## src/rtl/td4x_core.sv

```systemverilog
`default_nettype none
// +----------------------------------------------------------------------------+
// | td4x_core : parametrised TD4-style CPU core with req/ack instruction fetch  |
// | Revision  : 1.0                                                            |
// +----------------------------------------------------------------------------+
module td4x_core #(
    parameter int DW = 4,
    parameter int AW = 4
) (
    input  logic          clock,
    input  logic          reset,
    input  logic [DW-1:0] sw,
    output logic [DW-1:0] LED,
    output logic          led_valid,
    output logic          imem_req,
    output logic [AW-1:0] imem_addr,
    input  logic          imem_ack,
    input  logic [DW+3:0] imem_data,
    output logic          halted
);

    typedef enum logic [1:0] {
        S_FETCH = 2'd0,
        S_EXEC  = 2'd1,
        S_HALT  = 2'd2
    } state_t;

    localparam logic [AW-1:0] c_PC_ONE = {{(AW-1){1'b0}}, 1'b1};

    state_t        r_state, w_state_nxt;
    logic [DW-1:0] r_a, r_b, r_led;
    logic [DW-1:0] w_a_nxt, w_b_nxt, w_led_nxt;
    logic [AW-1:0] r_pc, w_pc_nxt;
    logic          r_c, w_c_nxt;
    logic [DW+3:0] r_ir, w_ir_nxt;
    logic          r_led_valid, w_led_valid_nxt;

    logic [3:0]    w_op;
    logic [DW-1:0] w_imm;
    logic [DW-1:0] w_src;
    logic [DW:0]   w_sum;
    logic          w_take;

    assign w_op  = r_ir[DW+3:DW];
    assign w_imm = r_ir[DW-1:0];

    // Source operand select; jumps, NOP and immediate moves add to zero.
    always_comb begin
        w_src = '0;
        case (w_op)
            4'b0000, 4'b0100, 4'b1010: w_src = r_a;
            4'b0001, 4'b0101, 4'b1001: w_src = r_b;
            4'b0010, 4'b0110:          w_src = sw;
            default:                   w_src = '0;
        endcase
    end

    assign w_sum = {1'b0, w_src} + {1'b0, w_imm};

    always_comb begin
        w_take = 1'b0;
        case (w_op)
            4'b1110: w_take = ~r_c;
            4'b1100: w_take = r_c;
            4'b1111: w_take = 1'b1;
            default: w_take = 1'b0;
        endcase
    end

    always_ff @(posedge clock) begin
        if (!reset) begin
            r_state     <= S_FETCH;
            r_a         <= '0;
            r_b         <= '0;
            r_led       <= '0;
            r_pc        <= '0;
            r_c         <= 1'b0;
            r_ir        <= '0;
            r_led_valid <= 1'b0;
        end else begin
            r_state     <= w_state_nxt;
            r_a         <= w_a_nxt;
            r_b         <= w_b_nxt;
            r_led       <= w_led_nxt;
            r_pc        <= w_pc_nxt;
            r_c         <= w_c_nxt;
            r_ir        <= w_ir_nxt;
            r_led_valid <= w_led_valid_nxt;
        end
    end

    always_comb begin
        w_state_nxt     = r_state;
        w_a_nxt         = r_a;
        w_b_nxt         = r_b;
        w_led_nxt       = r_led;
        w_pc_nxt        = r_pc;
        w_c_nxt         = r_c;
        w_ir_nxt        = r_ir;
        w_led_valid_nxt = 1'b0;
        case (r_state)
            S_FETCH: begin
                if (imem_ack) begin
                    w_ir_nxt    = imem_data;
                    w_state_nxt = S_EXEC;
                end
            end
            S_EXEC: begin
                if (w_op == 4'b1101) begin
                    w_state_nxt = S_HALT;
                end else begin
                    w_c_nxt     = w_sum[DW];
                    w_pc_nxt    = w_take ? w_sum[AW-1:0] : r_pc + c_PC_ONE;
                    w_state_nxt = S_FETCH;
                    case (w_op)
                        4'b0000, 4'b0001, 4'b0010, 4'b0011: w_a_nxt = w_sum[DW-1:0];
                        4'b0100, 4'b0101, 4'b0110, 4'b0111: w_b_nxt = w_sum[DW-1:0];
                        4'b1001, 4'b1010, 4'b1011: begin
                            w_led_nxt       = w_sum[DW-1:0];
                            w_led_valid_nxt = 1'b1;
                        end
                        default: ;
                    endcase
                end
            end
            S_HALT:  w_state_nxt = S_HALT;
            default: w_state_nxt = S_FETCH;
        endcase
    end

    // Fetch-side outputs come from registered state only.
    assign imem_req  = (r_state == S_FETCH);
    assign imem_addr = r_pc;
    assign halted    = (r_state == S_HALT);
    assign LED       = r_led;
    assign led_valid = r_led_valid;

endmodule
`default_nettype wire

```

## config.mk

```make
export PLATFORM = sky130hd
export DESIGN_NAME = td4x_core
export DESIGN_NICKNAME = d
export VERILOG_FILES = /design/src/rtl/td4x_core.sv
export SDC_FILE = /design/constraint.sdc
export NUM_CORES = 1
export LEC_CHECK = 0
export BUFFER_PORTS_ARGS = -buffer_cell sky130_fd_sc_hd__buf_2
export CORE_ASPECT_RATIO = 1.2
export CORE_MARGIN = 8
export CORE_UTILIZATION = 28
export CTS_BUF_LIST = sky130_fd_sc_hd__clkbuf_16
export DETAILED_ROUTE_END_ITERATION = 10
export PLACE_DENSITY_LB_ADDON = 0.1
export SLEW_MARGIN = 20
export SYNTH_ARGS = -nofsm -noshare
export SYNTH_HDL_FRONTEND = slang
export SYNTH_SLANG_ARGS = --single-unit
```

## constraint.sdc

```tcl
create_clock -name clock -period 4.1 [get_ports clock]
set_input_delay 0 -clock clock [delete_from_list [all_inputs] [get_ports clock]]
set_output_delay 0 -clock clock [all_outputs]
set_load 0.02 [all_outputs]
```

==> results of run 1 <==
==> flip-flops by register name, summed over array words and instances (netlist names) <==
register	count
r_state	2
led_valid	1
LED	4
imem_addr	4
r_a	4
r_ir	8
r_c	1
r_b	4
==> critical path, cell delays in order (launching register included) <==
cell and delay [ps]:
dfxtp_1 380, nor2b_1 170, a21oi_1 150, nor2_1 90, a222oi_1 520, inv_1 90, ha_1 280, a21o_1 150
a21oi_1 180, xnor2_1 180, and3_1 190, o31a_1 230
==> kinds of logic after synthesis <==
group	Yosys count	synth area share
AO/OA/AOI/OAI	33	0.159
flip-flops	28	0.418
XOR/XNOR	3	0.0196
adder cells (fa/ha/maj)	6	0.0616
multiplexers	11	0.0831
buffers and inverters	14	0.0429
AND/OR/NAND/NOR	58	0.216
==> through the flow <==
step | instances | setup slack, ps | instance area (sq um)
after global routing | 242 | 1180 | 1670
after global placement | 231 | 1430 | 1510
after floorplan | 153 | 1630 | 1340
after detailed placement | 231 | 1350 | 1510
after CTS | 242 | 1320 | 1670
final | 242 | 1380 | 1670
==> cells in the mapped netlist (2+ instances only) <==
cell,count,area [sq um]
a211oi_1,3,22.5
a21o_1,2,15.0
a21oi_1,14,70.1
a222oi_1,4,40.0
and3_1,2,12.5
clkbuf_1,3,11.3
dfxtp_1,28,561
ha_1,5,62.6
inv_1,9,33.8
mux2i_1,10,100
nand2_1,19,71.3
nand2b_1,3,18.8
nand3_1,2,10.0
nor2_1,18,67.6
nor2_2,2,12.5
nor2b_1,4,25.0
o21ai_0,2,10.0
o21ai_1,3,15.0
xnor2_1,3,26.3
==> cell type report <==
class,count,area share
Clock buffer,3,0.0450
Inverter,9,0.0202
Multi-Input combinational cell,111,0.433
Sequential cell,28,0.336
Tap cell,58,0.0435
Timing Repair Buffer,33,0.123
==> layer usage <==
layer	part of all wire	vias to the layer above
met5	0	-
met4	0.017	0
met3	0.052	5
met2	0.48	27
met1	0.45	512
li1	-	592
==> power groups by stage <==
| stage | sequential (uW) | combinational (uW) | clock [uW] |
|---|---|---|---|
| 3_3_place_gp | 296 | 70.6 | 0 |
| 6_report | 291 | 75.8 | 218 |
| 2_1_floorplan | 295 | 49.2 | 0 |
| 5_1_grt | 292 | 86.1 | 240 |
| 3_5_place_dp | 297 | 71.4 | 0 |
| 4_1_cts | 290 | 77.5 | 229 |
==> timing repair <==
item | 4_1_cts | 5_1_grt
hold endpoints to repair | 8 | 0
gates resized for setup | 0 | 0
hold buffers | 8 | 0
==> worst max-delay path by stage <==
stage	from	endpoint	cells after the start
floorplan	r_ir[7]$_SDFFE_PN0P_	imem_addr[3]$_SDFFE_PN0P_	12
global placement	r_ir[7]$_SDFFE_PN0P_	imem_addr[3]$_SDFFE_PN0P_	11
detailed placement	r_ir[7]$_SDFFE_PN0P_	imem_addr[3]$_SDFFE_PN0P_	11
CTS	r_ir[7]$_SDFFE_PN0P_	imem_addr[3]$_SDFFE_PN0P_	11
global route	r_ir[7]$_SDFFE_PN0P_	imem_addr[3]$_SDFFE_PN0P_	11
finish	r_ir[7]$_SDFFE_PN0P_	imem_addr[3]$_SDFFE_PN0P_	11
==> summary.md, run 1 <==
| Metric | Value |
|---|---|
| Antenna cells | `0` |
| Reg2Reg Depth | `11` |
| Post-synthesis async set-or-reset flop share | `0` |
| Sw Share | `0.241` |
| Multi-input gate area | `722 sq um` |
| Slew HR | `0.517` |
| Crit path max fanout | `8` |
| Seq cells post-synth | `28` |
| Max frequency | `367 MHz` |
| CP arrival | `2880 ps` |
| Htree depth | `1` |
| GR Layer Usage met1 | `0.107` |
| First-pass iteration count of the detailed router | `4` |
| Worst hold endpoint | `r_state[1]$_SDFFE_PN0P_` |
| Total congestion overflow | `0` |
| CP Class | `reg2reg` |
| Initial antenna violation count | `0` |
| Commonest non-fill, non-tap cell in the layout | `dfxtp_1` |
| Setup TNS | `0 ps` |
| Layout cell share with drive strength beyond 1 | `0.185` |
| CTS root buf | `clkbuf_16` |
| Hold Slack | `36.7 ps` |
| P per Cell Area | `350 nW/um^2` |
| Max Slew Vio Count | `0` |
| Register share of total power | `0.497` |
| Vias per cell | `4.69` |
| Unrepaired setup endpoints after global routing | `no` |
| EDFF count, synth | `0` |
| # Max-Cap Violations | `0` |
| Slew @ Worst Pin | `724 ps` |
| HP Class | `in2reg` |
| Die width | `79.2 um` |
| First-pass GRT wire length | `5.44 mm` |
| Clk sinks | `28` |
| Core box area | `4590 sq um` |
| # fillers | `516` |
| Worst R2R Start | `r_ir[7]$_SDFFE_PN0P_` |
| Iter 0 DRT Violations | `43` |
| WL/cell | `13.6 um` |
| # IOs | `26` |
| Die Span Y | `91.8 um` |
| Setup slack, reg-to-reg | `1380 ps` |
| Clk_skew | `6.45 ps` |
| Routed Antenna Nets | `0` |
| Port buffer count | `25` |
| Final RePlAce weighted congestion | `0.791` |
| Final critical-path required period | `2720 ps` |
| Setup Fix Bufs, Post-CTS | `0` |
| Area grow syn2layout | `24.6%` |
| Detailed Place HPWL | `2.59 mm` |
| Data required time of the worst path | `4260 ps` |
| Hold depth | `2` |
| Met3 usage | `0.0254` |
| Fin crit share | `0.664` |
| Post-synthesis cell count | `153` |
| Cts bufs inserted | `3` |
| CTS Buffer Depth | `2` |
| Cell-internal power | `444 uW` |
| Distinct cells, synth | `36` |
| Top FF cell, synth | `dfxtp_1` |
| Clock share of power | `0.373` |
| Cell Rows | `27` |
| Largest net degree at the start of global routing | `24` |
| Fin. Hold Viols | `0` |
| Via Count | `1136` |
| Commonest cells after routing, fill and taps aside | `28 x dfxtp_1, 25 x buf_2, 19 x nand2_1, 18 x nor2_1, 14 x a21oi_1` |
| TritonCTS clock tree | `done` |
| Static Leak | `0.000739 uW` |
| Most used routing layer | `met2` |
| Final wirelength | `3.30 mm` |
| Worst-Skew Late Latency | `260 ps` |
| Starting density of the core | `0.292` |
| Die area | `7260 sq um` |
| Switching pwr | `141 uW` |
| Status | `completed` |
| Comb power frac | `0.130` |
| Crit path launch type | `flop` |
| Setup violators final | `0` |
| Final total power | `585 uW` |
| Critical path capture point type | `flop` |
| DR DRC count | `0` |
| VDD IR max | `0.000125 V` |
| Mean area per synthesized cell | `8.76 sq um` |
| Overall Global Routing Usage | `0.0940` |
| Vias in the first global route | `1138` |
| Met2 usage | `0.159` |
| Syn Std Cell Area | `1340 sq um` |
| Final net count | `207` |
| Worst R2R End | `imem_addr[3]$_SDFFE_PN0P_` |
| Ys Warns | `0` |
| Clock slew at reported path FFs | `70 ps` |
| HP Start | `reset` |
| Post-synthesis sequential area ratio | `0.418` |
| Final core utilization | `0.363` |
| Register area | `561 sq um` |
| Post-Syn Nets | `174` |
(Power assumes the default switching activity.)
==> run 2: changes to the inputs <==
==> constraint.sdc (replaced) <==
create_clock -name clock -period 2.5 [get_ports clock]
set_input_delay 0 -clock clock [delete_from_list [all_inputs] [get_ports clock]]
set_output_delay 0 -clock clock [all_outputs]
set_load 0.02 [all_outputs]
==> run 2 against run 1 <==
Compared with the run above:
- clock power is 120% higher
- routed wire length is 2.6% higher
- utilization is 2.9 points higher
- final cell count is 4.1% higher
- global-route usage is 0.29 points lower
- register-to-register slack worse by 1300 ps
- power is 88% higher
- via count is 8.2% higher
- setup slack worse by 1300 ps
- critical path depth stayed put
- count of clock-buffer cells in the layout stayed put
- clock skew is 2.2 ps lower
- critical endpoint unchanged
==> summary.md, run 2 (synthesized netlist as in run 1, its figures left out) <==
| Metric | Value |
|---|---|
| Crit path largest cell delay | `420 ps (-100 ps)` |
| Setup violators final | `0 (unchanged)` |
| Final wirelength | `3.39 mm (+2.6%)` |
| Clock slew at reported path FFs | `70 ps (about the same)` |
| P per Cell Area | `611 nW/um^2 (+74%)` |
| Fin. Hold Viols | `0 (unchanged)` |
| Critical path capture point type | `flop` |
| Die area | `7260 sq um (unchanged)` |
| WL/cell | `13.4 um (-1.5%)` |
| Slowest library cell on the worst path | `a222oi_1` |
| # IOs | `26 (unchanged)` |
| # placed instances | `238 (+3.0%)` |
| Worst R2R End | `imem_addr[3]$_SDFFE_PN0P_` |
| Cell-internal power | `850 uW (+92%)` |
| Largest delay contributor family on the critical path | `compound AO/OA/AOI/OAI gates` |
| Die width | `79.2 um (unchanged)` |
| VDD IR max | `0.000279 V (+120%)` |
| Port buffer count | `25 (unchanged)` |
| Starting density of the core | `0.292 (unchanged)` |
| DR DRC count | `0 (unchanged)` |
| Most used cell, CP | `a21oi_2` |
| Crit path max fanout | `4 (-4)` |
| Hold depth | `2 (unchanged)` |
| Setup slack, reg-to-reg | `90 ps (-1280 ps)` |
| Max reg flops | `8 (unchanged)` |
| Final critical-path required period | `2410 ps (-318 ps)` |
| Largest net degree at the start of global routing | `24 (unchanged)` |
| Clk sinks | `28 (unchanged)` |
| Layout cell share with drive strength beyond 1 | `0.273 (+0.0884)` |
| Max frequency | `416 MHz (+13%)` |
| Top reg by flops | `r_ir` |
| Vias in the first global route | `1125 (-1.1%)` |
| Static Leak | `0.000812 uW (+9.9%)` |
| Commonest cells after routing, fill and taps aside | `26 x dfxtp_1, 25 x buf_2, 19 x nand2_1, 17 x nor2_1, 11 x a21oi_1` |
| Reg2Reg Depth | `11 (unchanged)` |
| Fin crit share | `0.962 (+0.298)` |
| First-pass iteration count of the detailed router | `4 (unchanged)` |
| CP Class | `reg2reg` |
| HP Class | `in2reg` |
| Final net count | `216 (+4.3%)` |
| WP buf/inv | `1 (unchanged)` |
| Clock share of power | `0.432 (+0.059)` |
| Cell Count, Final, Fillers Out | `252 (+4.1%)` |
| Core box area | `4590 sq um (unchanged)` |
| Via Count | `1229 (+8.2%)` |
| CP Depth | `11 (unchanged)` |
| Register share of total power | `0.431 (-0.066)` |
| Worst-Skew Late Latency | `260 ps (about the same)` |
| Data required time of the worst path | `2660 ps (-1600 ps)` |
| Commonest non-fill, non-tap cell in the layout | `dfxtp_1` |
| Initial antenna violation count | `0 (unchanged)` |
| # fillers | `516 (unchanged)` |
| Total congestion overflow | `0 (unchanged)` |
| Slew HR | `0.499 (-0.0179)` |
| Comb power frac | `0.137 (+0.007)` |
| CTS Buffer Depth | `2 (unchanged)` |
| CP Cell Sequence | `nor2b_2, a21oi_2, nor2_2, a222oi_1, inv_1, ha_1, a21o_1, a21oi_2, xnor2_2, and3_1, o31a_1` |
| TritonCTS clock tree | `done` |
| HP Start | `reset` |
| # Max-Cap Violations | `0 (unchanged)` |
| Detailed Place HPWL | `2.56 mm (-1.1%)` |
| Crit path launch type | `flop` |
| Status | `completed` |
| Overall Global Routing Usage | `0.0910 (-0.00292)` |
| Area grow syn2layout | `34.4%` |
| Antenna cells | `0 (unchanged)` |
| Die Span Y | `91.8 um (unchanged)` |
| Slew @ Worst Pin | `751 ps (+26.8 ps)` |
| Vias per cell | `4.88 (+3.9%)` |
| Htree depth | `1 (unchanged)` |
| Routed Antenna Nets | `0 (unchanged)` |
| Final total power | `1100 uW (+88%)` |
| Cts bufs inserted | `3 (unchanged)` |
| Cell Rows | `27 (unchanged)` |
| Final RePlAce weighted congestion | `0.766 (-3.2%)` |
| First-pass GRT wire length | `5.29 mm (-2.7%)` |
| Sw Share | `0.226 (-0.0150)` |
| Worst R2R Start | `r_ir[7]$_SDFFE_PN0P_` |
| Iter 0 DRT Violations | `39 (-9.3%)` |
| Worst hold endpoint | `r_state[1]$_SDFFE_PN0P_` |
| Max Slew Vio Count | `0 (unchanged)` |
| CTS root buf | `clkbuf_16` |
| Clk_skew | `4.30 ps (-2.16 ps)` |
| Switching pwr | `249 uW (+76%)` |
| CP arrival | `2560 ps (-320 ps)` |
run 2: area by class of cell:
type	instances	area (sq um)	share of cell area
multi-input combinational	111	751	0.417
sequential	28	566	0.314
timing repair buffer	42	273	0.151
clock buffer	3	75.1	0.0417
tap	58	72.6	0.0403
inverter	9	33.8	0.0188
clock inverter	1	30.0	0.0167
run 2: through the flow:
step            util  setup TNS (ps)  instance area, sq um  hold WS [ps]  setup slack, ps
2_1_floorplan      -               0                  1340           117             32.5
3_3_place_gp   0.341               0                  1570           242             52.7
3_5_place_dp   0.341               0                  1570           247             4.56
4_1_cts        0.382               0                  1750          33.9             2.29
5_1_grt        0.392            -103                  1800          38.6            -36.1
6_report       0.392               0                  1800          32.3             94.9
run 2: routing by layer:
layer  wire length (um)  global-route usage  vias to the layer above
met5                  0                   0                        -
met4                 39              0.0325                        0
met3                191              0.0313                        4
met2               1720               0.151                       35
met1               1440               0.105                      578
li1                   -                   -                      612
run 2: worst register-to-register path: stages, from the launching register on:
cell and delay [ps]:
dfxtp_4 350, nor2b_2 160, a21oi_2 130, nor2_2 70, a222oi_1 420, inv_1 80, ha_1 280, a21o_1 170
a21oi_2 160, xnor2_2 90, and3_1 160, o31a_1 230
run 2: how the worst max path moves through the flow:
stage                          from                         to  slack, ps
6_report       r_ir[7]$_SDFFE_PN0P_  imem_addr[3]$_SDFFE_PN0P_         90
5_1_grt        r_ir[7]$_SDFFE_PN0P_        r_b[3]$_SDFFE_PN0P_        -40
4_1_cts        r_ir[7]$_SDFFE_PN0P_  imem_addr[3]$_SDFFE_PN0P_          2
3_5_place_dp   r_ir[7]$_SDFFE_PN0P_  imem_addr[2]$_SDFFE_PN0P_          5
3_3_place_gp   r_ir[5]$_SDFFE_PN0P_  imem_addr[3]$_SDFFE_PN0P_         50
2_1_floorplan  r_ir[7]$_SDFFE_PN0P_  imem_addr[3]$_SDFFE_PN0P_         30
run 2: what timing repair did:
item | 4_1_cts | 5_1_grt
gates cloned | 0 | 0
pin swaps | 1 | 3
endpoints found under the setup margin | 3 | 8
resized for setup | 1 | 9
hold endpoints to repair | 8 | 0
hold buffers | 8 | 0
setup buffers | 0 | 2
run 2: power by group through the flow:
stage | Sequential, uW | Combinational [uW] | Clock, uW
floorplan | 484 | 80.6 | 0
global placement | 484 | 130 | 0
detailed placement | 484 | 132 | 0
CTS | 474 | 143 | 489
global route | 476 | 167 | 507
finish | 474 | 150 | 475
